[src/rtl/mdu_pkg.sv]
// mdu_pkg: shared definitions for the MDU E-stage sequencer.
//   - MD op codes as decoded in E (MDOP_*)
//   - HI/LO read select codes (RD_*)
//   - sequencer state encoding (ST_*)
//   - default MDU latencies and counter width
//   - small helpers to classify op codes
package mdu_pkg;

    localparam logic [3:0] MDOP_NONE  = 4'b0000;
    localparam logic [3:0] MDOP_MULT  = 4'b0001;
    localparam logic [3:0] MDOP_MULTU = 4'b0010;
    localparam logic [3:0] MDOP_DIV   = 4'b0011;
    localparam logic [3:0] MDOP_DIVU  = 4'b0100;
    localparam logic [3:0] MDOP_MTHI  = 4'b0101;
    localparam logic [3:0] MDOP_MTLO  = 4'b0110;

    localparam logic [1:0] RD_NONE = 2'b00;
    localparam logic [1:0] RD_LO   = 2'b01;
    localparam logic [1:0] RD_HI   = 2'b10;

    localparam logic [0:0] ST_IDLE = 1'b0;
    localparam logic [0:0] ST_RUN  = 1'b1;

    localparam int MULT_TIME_DEF = 5;
    localparam int DIV_TIME_DEF  = 10;
    localparam int CNT_W_DEF     = 4;

    // Ops that occupy the MDU (everything else is a pass-through).
    function automatic logic is_mul_op(input logic [3:0] op);
        return (op == MDOP_MULT) || (op == MDOP_MULTU);
    endfunction

    function automatic logic is_div_op(input logic [3:0] op);
        return (op == MDOP_DIV) || (op == MDOP_DIVU);
    endfunction

endpackage

[src/rtl/mdu_ctrl_decode.sv]
// mdu_ctrl_decode: purely combinational decode of the E-stage MD instruction.
// Ports:
//   e_valid_i     E stage holds a real instruction
//   e_mduop_i     decoded MD op of the E instruction
//   e_readhilo_i  E instruction HI/LO read select
//   mduop_o       op forwarded to the MDU (zero for bubbles)
//   time_o        MDU latency for this op (zero unless mult/div)
//   start_req_o   E instruction wants to start the MDU
//   readhilo_o    HI/LO read select forwarded to the MDU
module mdu_ctrl_decode
    import mdu_pkg::*;
#(
    parameter int MULT_TIME = MULT_TIME_DEF,
    parameter int DIV_TIME  = DIV_TIME_DEF,
    parameter int CNT_W     = CNT_W_DEF
) (
    input  logic             e_valid_i,
    input  logic [3:0]       e_mduop_i,
    input  logic [1:0]       e_readhilo_i,
    output logic [3:0]       mduop_o,
    output logic [CNT_W-1:0] time_o,
    output logic             start_req_o,
    output logic [1:0]       readhilo_o
);

    always_comb begin
        mduop_o     = MDOP_NONE;
        time_o      = '0;
        start_req_o = 1'b0;
        readhilo_o  = RD_NONE;
        if (e_valid_i) begin
            // Illegal codes are forwarded untouched but never request a start.
            mduop_o    = e_mduop_i;
            readhilo_o = e_readhilo_i;
            if (is_mul_op(e_mduop_i)) begin
                time_o      = CNT_W'(MULT_TIME);
                start_req_o = 1'b1;
            end else if (is_div_op(e_mduop_i)) begin
                time_o      = CNT_W'(DIV_TIME);
                start_req_o = 1'b1;
            end
        end
    end

endmodule

[src/rtl/mdu_ctrl.sv]
// mdu_ctrl: E-stage sequencer for the multiply/divide unit.
// Decodes the E-stage MD instruction into the MDU control bundle, tracks
// MDU occupancy with its own down-counter, stalls MD-class instructions in
// D while the unit is occupied, and cross-checks its view against MDU_Busy.
//
// Ports:
//   clk, reset      clock, synchronous active-high reset
//   E_Valid         E stage holds a real instruction
//   E_MDUOP         decoded MD op of the E instruction
//   E_ReadHILO      HI/LO read select of the E instruction
//   D_IsMD          D-stage instruction is MD-class
//   MDU_Busy        busy indication from the MDU
//   Start           one-cycle MDU start (combinational)
//   MDUOP, Time     op and latency to the MDU (combinational)
//   ReadHILO        HI/LO read select to the MDU (combinational)
//   Stall           freeze F/D, bubble into E
//   SyncErr         sticky: counter and MDU_Busy disagree
//   StallCycles     (MDU_CTRL_PERF_EN only) saturating count of stalled cycles
//   Issued          (MDU_CTRL_PERF_EN only) saturating count of starts
//
// Build option: define MDU_CTRL_PERF_EN to add the performance counters.
//
// state | meaning
// ------+---------------------------------------------------------------
// IDLE  | MDU free; a mult/div in E starts it this cycle
// RUN   | MDU computing; cnt holds remaining cycles, reaches IDLE at cnt==1
module mdu_ctrl
    import mdu_pkg::*;
#(
    parameter int MULT_TIME = MULT_TIME_DEF,
    parameter int DIV_TIME  = DIV_TIME_DEF,
    parameter int CNT_W     = CNT_W_DEF
) (
    input  logic             clk,
    input  logic             reset,
    input  logic             E_Valid,
    input  logic [3:0]       E_MDUOP,
    input  logic [1:0]       E_ReadHILO,
    input  logic             D_IsMD,
    input  logic             MDU_Busy,
    output logic             Start,
    output logic [3:0]       MDUOP,
    output logic [CNT_W-1:0] Time,
    output logic [1:0]       ReadHILO,
    output logic             Stall,
    output logic             SyncErr
`ifdef MDU_CTRL_PERF_EN
    ,
    output logic [31:0]      StallCycles,
    output logic [31:0]      Issued
`endif
);

    logic [0:0]       state_q, state_d;
    logic [CNT_W-1:0] cnt_q, cnt_d;
    logic             sync_err_q, sync_err_d;
    logic             start_req;
    logic             in_run;

    mdu_ctrl_decode #(
        .MULT_TIME (MULT_TIME),
        .DIV_TIME  (DIV_TIME),
        .CNT_W     (CNT_W)
    ) u_decode (
        .e_valid_i    (E_Valid),
        .e_mduop_i    (E_MDUOP),
        .e_readhilo_i (E_ReadHILO),
        .mduop_o      (MDUOP),
        .time_o       (Time),
        .start_req_o  (start_req),
        .readhilo_o   (ReadHILO)
    );

    assign in_run = (state_q == ST_RUN);

    // A start request while already running is never honoured; it is only
    // reachable if the D-stage stall was bypassed, and the checker flags it.
    assign Start = start_req & ~in_run;
    assign Stall = D_IsMD & (Start | in_run);

    always_comb begin
        state_d = state_q;
        cnt_d   = cnt_q;
        case (state_q)
            ST_IDLE: begin
                if (Start) begin
                    state_d = ST_RUN;
                    cnt_d   = Time;
                end
            end
            ST_RUN: begin
                cnt_d = cnt_q - CNT_W'(1);
                if (cnt_q == CNT_W'(1)) begin
                    state_d = ST_IDLE;
                end
            end
            default: begin
                state_d = ST_IDLE;
                cnt_d   = '0;
            end
        endcase
    end

    // The MDU raises Busy in the Start cycle itself, so idle-with-Busy is
    // only legal when we are starting it this very cycle.
    always_comb begin
        sync_err_d = sync_err_q
                   | (~in_run & ~Start & MDU_Busy)
                   | (in_run & ~MDU_Busy)
                   | (in_run & start_req);
    end

    always_ff @(posedge clk) begin
        if (reset) begin
            state_q    <= ST_IDLE;
            cnt_q      <= '0;
            sync_err_q <= 1'b0;
        end else begin
            state_q    <= state_d;
            cnt_q      <= cnt_d;
            sync_err_q <= sync_err_d;
        end
    end

    assign SyncErr = sync_err_q;

`ifdef MDU_CTRL_PERF_EN
    logic [31:0] stall_cnt_q, stall_cnt_d;
    logic [31:0] issued_q, issued_d;

    always_comb begin
        stall_cnt_d = stall_cnt_q;
        issued_d    = issued_q;
        if (Stall && (stall_cnt_q != 32'hFFFF_FFFF)) begin
            stall_cnt_d = stall_cnt_q + 32'd1;
        end
        if (Start && (issued_q != 32'hFFFF_FFFF)) begin
            issued_d = issued_q + 32'd1;
        end
    end

    always_ff @(posedge clk) begin
        if (reset) begin
            stall_cnt_q <= '0;
            issued_q    <= '0;
        end else begin
            stall_cnt_q <= stall_cnt_d;
            issued_q    <= issued_d;
        end
    end

    assign StallCycles = stall_cnt_q;
    assign Issued      = issued_q;
`endif

endmodule

[config.mk]
export PLATFORM = sky130hd
export DESIGN_NAME = mdu_ctrl
export DESIGN_NICKNAME = d
export VERILOG_FILES = /design/src/rtl/mdu_pkg.sv /design/src/rtl/mdu_ctrl_decode.sv /design/src/rtl/mdu_ctrl.sv
export SDC_FILE = /design/constraint.sdc
export NUM_CORES = 1
export LEC_CHECK = 0
export ABC_AREA = 1
export CORE_MARGIN = 2
export CORE_UTILIZATION = 34
export DETAILED_ROUTE_END_ITERATION = 8
export PLACE_DENSITY = 0.72
export REMOVE_ABC_BUFFERS = 1
export SLEW_MARGIN = 20
export SYNTH_ARGS = -nofsm -noshare
export SYNTH_HDL_FRONTEND = slang
export SYNTH_HIERARCHICAL = 1
export SYNTH_SLANG_ARGS = --single-unit
[constraint.sdc]
create_clock -name clk -period 1.1 [get_ports clk]
set_input_delay 0.22 -clock clk [delete_from_list [all_inputs] [get_ports clk]]
set_output_delay 0.22 -clock clk [all_outputs]
set_load 0.1 [all_outputs]
==> impl_metrics.ini, run 1 <==
[power]
p_per_area_nw_per_um2 = 949.5
ir_drop_mv = 0.6946
power_w = 0.001013
leakage_nw = 0.5491

[synth]
synth_edf_count = 0
synth_most_common_cell = nand2_1
yosysWarnings = 6
yosysTopAreaCellShare = 0.2449
async_flop_share = 0
seq_area_frac_synth = 0.2449
netlist_top_cells_area = dfxtp_1, nand2_1, inv_1, nor2_1, ha_1
syn_avg_cell_area_um2 = 5.638
yosys-top-cells-count = nand2_1, inv_1, nor2_1
ys_ff_latch = 6
netlist_area_um2 = 490.5
ys_types = 16
ys.flop_type = dfxtp_1
syn_inst = 87
yosysTopAreaCell = dfxtp_1

[drt]
vias_per_cell = 4.674
drc_errors = 0
vias = 645
drt_pass1_iterations = 4
ant_nets = 0
drt_iter0_markers = 44
drt-total-wl_um = 1695
wl_per_cell_um = 12.28

[final_layout]
diodes = 0
final_layout_size_suffix_gt1_frac = 0.4715
fin_area_um2 = 1067
area_growth_pct = 117.6
fin_nets = 138

[floorplanning]
ios = 24
die_h_um = 41.98
rows = 13
start_util = 0.3723
dieArea_um2 = 1762
core_area_um2 = 1318
die_x_um = 41.98

[global_route]
grt_pass1_vias = 557
grt-ovfl-total = 0
grt_pass1_wl_um = 2470
antenna_found_initial = 0
grt_start_max_net_pins = 7
grt_usage = 0.1834

[placement]
io_buffers = 23
postPlaceCellArea_um2 = 883.3
dp_hpwl_um = 1013
dp_slack_ns = -0.7103
place_congestion = 0.8664

[critical_path]
cp.arrival_ns = 1.13
critical_path_required_ns = 0.88
critical_path_class = primary input to primary output
end_kind = primary output
crit_fanout = 3
critPathLaunchType = primary input

[worst_hold_path]
hp-class = flip-flop to flip-flop

[timing]
worst_pin_slew_ns = 0.1690
relSlewSlack = 0.8868
finalHoldViolations = 0
post-route-period-util = 1.224
slew_viol_final = 0
finalSetupViolations = 12
finalWorstSetupSlack_ns = -0.2466
holdWs_ns = 0.5412
rsz0062_at_grt = true
fin_skew_ns = 0.001236
fmax_mhz = 742.6
final.min_clock_period_ns = 1.347

[cts]
root_buffer = clkbuf_4
cts_tree = done
cts.sinks = 6
numCtsBuffers = 3
h-tree-depth = 1
clock_latency_ns = 0.24
clk_pin_slew_ns = 0.04
cts-hold-fix-buffers = 0
clockBufferDepth = 2

[status]
violations = negative setup slack
status = finished, violations left

[job]
drv_cap = 0
metrics by stage:
stage	util	setup TNS (ns)	instances
floorplan	-	-8.504	83
global placement	0.6705	-8.663	127
detailed placement	0.6705	-9.186	127
CTS	0.7550	-1.148	134
global route	0.8101	-2.346	138
finish	0.8101	-1.541	138
flip-flops by register name (all words and copies together) (netlist names):
name,cells
cnt_q,4
SyncErr,1
in_run,1
cells by family after synthesis:
kind of cell,share of synthesized area
xor+xnor,0.01786
buf+inv,0.2245
compound gates,0.06634
flops,0.2449
simple gates,0.3954
fa+ha+maj,0.05101
worst max-delay path: stages:
cell	delay [ns]
buf_8	0.10
nor2_4	0.12
nand2_1	0.07
nand2_2	0.09
nand2_4	0.08
nand2_4	0.10
inv_4	0.05
nor2_4	0.11
buf_12	0.18
layer usage:
layer | up-vias | GRT usage | part of all wire
met2 | 31 | 0.3031 | 0.50
met3 | 6 | 0.03017 | 0.058
met5 | - | 0 | 0
met4 | 0 | 0.07742 | 0.031
met1 | 285 | 0.2336 | 0.41
li1 | 323 | - | -
placed cells by master (no fill, tap or decap), types with 3 or more instances in the layout:
master / instances
nand2_1: 26
inv_1: 14
buf_12: 13
buf_4: 10
nor2_1: 7
dfxtp_1: 5
nor2_4: 5
buf_6: 5
nand2_2: 4
inv_2: 4
clkbuf_4: 3
clkdlybuf4s50_1: 3
buf_8: 3
what timing repair did:
item	CTS	global route
pin swaps	14	13
buffers inserted	4	5
setup endpoints to repair	18	17
resized for setup	48	17
power breakdown:
part	switching (W)	total [W]	internal [W]
logic	0.000331	0.000552	0.000221
registers	0.0000198	0.000256	0.000236
clock network	0.0000822	0.000206	0.000124
layout make-up:
type | instances | area (um^2)
clock buffers | 3 | 22.52
fillers | 80 | 250.2
inverters | 21 | 88.84
multi-input cells | 56 | 324.1
flip-flops and latches | 6 | 123.9
well taps | 15 | 18.77
repair buffers | 37 | 489.2
final timing paths:
kind / start / to / slack (ns) / cells past startpoint
setup / recovery: E_MDUOP[0] / Start / -0.25 / 9
hold / removal: SyncErr$_SDFF_PP0_ / SyncErr$_SDFF_PP0_ / 0.54 / 2
setup reg to reg: in_run$_SDFF_PP0_ / cnt_q[3]$_SDFFE_PP0P_ / -0.04 / 7
hold reg to reg: SyncErr$_SDFF_PP0_ / SyncErr$_SDFF_PP0_ / 0.54 / 2
Power figures use the tool's default switching activity.
==> run 2: changes to the inputs <==
--- a/config.mk
+++ b/config.mk
@@ -11,6 +11,7 @@
 export DETAILED_ROUTE_END_ITERATION = 8
 export PLACE_DENSITY = 0.72
 export REMOVE_ABC_BUFFERS = 1
+export SETUP_SLACK_MARGIN = 0.05
 export SLEW_MARGIN = 20
 export SYNTH_ARGS = -nofsm -noshare
 export SYNTH_HDL_FRONTEND = slang
==> run 2 against run 1 <==
  * The flow still finishes with violations (negative setup slack)
  * Highest routed layer unchanged
  * Worst setup slack improved by 0.0031 ns
  * Global-route usage is the same
  * Largest cell class unchanged
  * Core utilization grew 0.28 points
  * Combinational power about the same
  * Cell count unchanged
  * Critical path type unchanged
  * Hold slack got worse by 0.047 ns
==> impl_metrics.ini, run 2 (synthesis results as in run 1) <==
[floorplanning]
die_h_um = 41.98
ios = 24
core_area_um2 = 1318
start_util = 0.3723
rows = 13
dieArea_um2 = 1762
die_x_um = 41.98

[cts]
clk_pin_slew_ns = 0.04
numCtsBuffers = 3
clockBufferDepth = 2
cts_tree = done
h-tree-depth = 1
cts.sinks = 6
root_buffer = clkbuf_4
clock_latency_ns = 0.25
cts-hold-fix-buffers = 0

[power]
intPower_w = 0.0005828
leakage_nw = 0.5484
pwr-share-comb = 0.545
power.switching_w = 0.0004364
power_w = 0.001019
p_per_area_nw_per_um2 = 951.5
power.share.clock = 0.204
swShare = 0.4282
pwr-share-seq = 0.251
ir_drop_mv = 0.5327

[timing]
fin_setup_tns_ns = -1.515
slew_viol_final = 0
finalSetupViolations = 12
rsz0062_at_grt = true
fin_skew_ns = 0.001526
finalWorstSetupSlack_ns = -0.2435
fmax_mhz = 744.3
worst_pin_slew_ns = 0.1697
relSlewSlack = 0.8863
post-route-period-util = 1.221
final.min_clock_period_ns = 1.343
finalHoldViolations = 0

[global_route]
grt_start_max_net_pins = 7
grt_pass1_vias = 555
grt_pass1_wl_um = 2470
grt-ovfl-total = 0
grt_usage = 0.1834
antenna_found_initial = 0

[job]
drv_cap = 0

[critical_path]
slowest_delay_ns = 0.18
cp.arrival_ns = 1.12
critical_path_required_ns = 0.88
path_cells = buf_8, nor2_4, nand2_2, nand2_2, nand2_4, nand2_4, inv_4, nor2_4, buf_12
rr_worst_depth = 7
critical_path_class = primary input to primary output
end_kind = primary output
r2r-start = in_run$_SDFF_PP0_
setup.worst_path.start = E_MDUOP[3]
cpMaxStageDelayCell = buf_12
critPathLaunchType = primary input
crit_fanout = 3

[status]
status = finished, violations left
violations = negative setup slack

[final_layout]
fin_nets = 138
multi_input_area_um2 = 324.1
final_common_cell = nand2_1
n_fill_cell = 79
fin_util = 0.8129
final_layout_size_suffix_gt1_frac = 0.4878
fin_area_um2 = 1071
final_cell_mix = nand2_1, inv_1, buf_12, buf_4, nor2_1
top_register = cnt_q
register_area_um2 = 125.1
area_growth_pct = 118.4
stdcell_count = 138
diodes = 0
largest_register_ffs = 4

[placement]
dp_hpwl_um = 1013
io_buffers = 23
placed_cells = 127
postPlaceCellArea_um2 = 883.3
place_congestion = 0.8664

[drt]
drt_iter0_markers = 23
wl_per_cell_um = 12.30
drt_pass1_iterations = 4
ant_nets = 0
vias = 646
drc_errors = 0
drt-total-wl_um = 1698
vias_per_cell = 4.681

[worst_hold_path]
hp-class = flip-flop to flip-flop
holdPathStages = 2
worstHoldStart = SyncErr$_SDFF_PP0_
## run 2: cell counts in the layout (fill, tap and decap cells not counted)
No cell type changed its count.
## run 2: per-stage QoR
stage / hold slack (ns) / setup slack [ns]
floorplan: 0.2824 / -1.058
global placement: 0.5269 / -0.6494
detailed placement: 0.5369 / -0.7103
CTS: 0.5393 / -0.1989
global route: 0.5058 / -0.2901
finish: 0.4940 / -0.2435
## run 2: power groups by stage
| stage | clock (W) | combinational [W] | sequential, W |
|---|---|---|---|
| detailed placement | 0 | 0.000479 | 0.000257 |
| floorplan | 0 | 0.000255 | 0.000281 |
| CTS | 0.000212 | 0.000517 | 0.000254 |
| finish | 0.000208 | 0.000555 | 0.000256 |
| global route | 0.000225 | 0.000584 | 0.000258 |
| global placement | 0 | 0.000474 | 0.000256 |
## run 2: layer usage
| metal | GRT usage | wire (um) |
|---|---|---|
| met3 | 0.03017 | 126 |
| met1 | 0.2336 | 675 |
| met5 | 0 | 0 |
| met2 | 0.3031 | 835 |
| met4 | 0.07742 | 60 |
## run 2: final cells by class
class	count	share of cell area
inverter	21	0.08294
timing repair buffer	37	0.4591
tap	15	0.01752
clock buffer	3	0.02103
sequential	6	0.1168
multi-input combinational	56	0.3026
## run 2: path summary, 6_finish.rpt
check	endpoint	slack [ns]
worst max-delay path	Start	-0.24
worst min-delay path	SyncErr$_SDFF_PP0_	0.49
worst max register to register	cnt_q[3]$_SDFFE_PP0P_	-0.04
worst min register to register	SyncErr$_SDFF_PP0_	0.49
## run 2: timing repair
| item | CTS | global route |
|---|---|---|
| resized for setup | 49 | 19 |
| pin swaps | 14 | 13 |
| buffers inserted | 4 | 5 |
| setup endpoints to repair | 18 | 19 |
| cloned | 0 | 0 |
| endpoints found under the hold margin | 0 | 0 |
## run 2: critical path, delay by kind of cell
family | cells | cell delay [ns]
simple gates | 6 | 0.58
buf+inv | 3 | 0.33
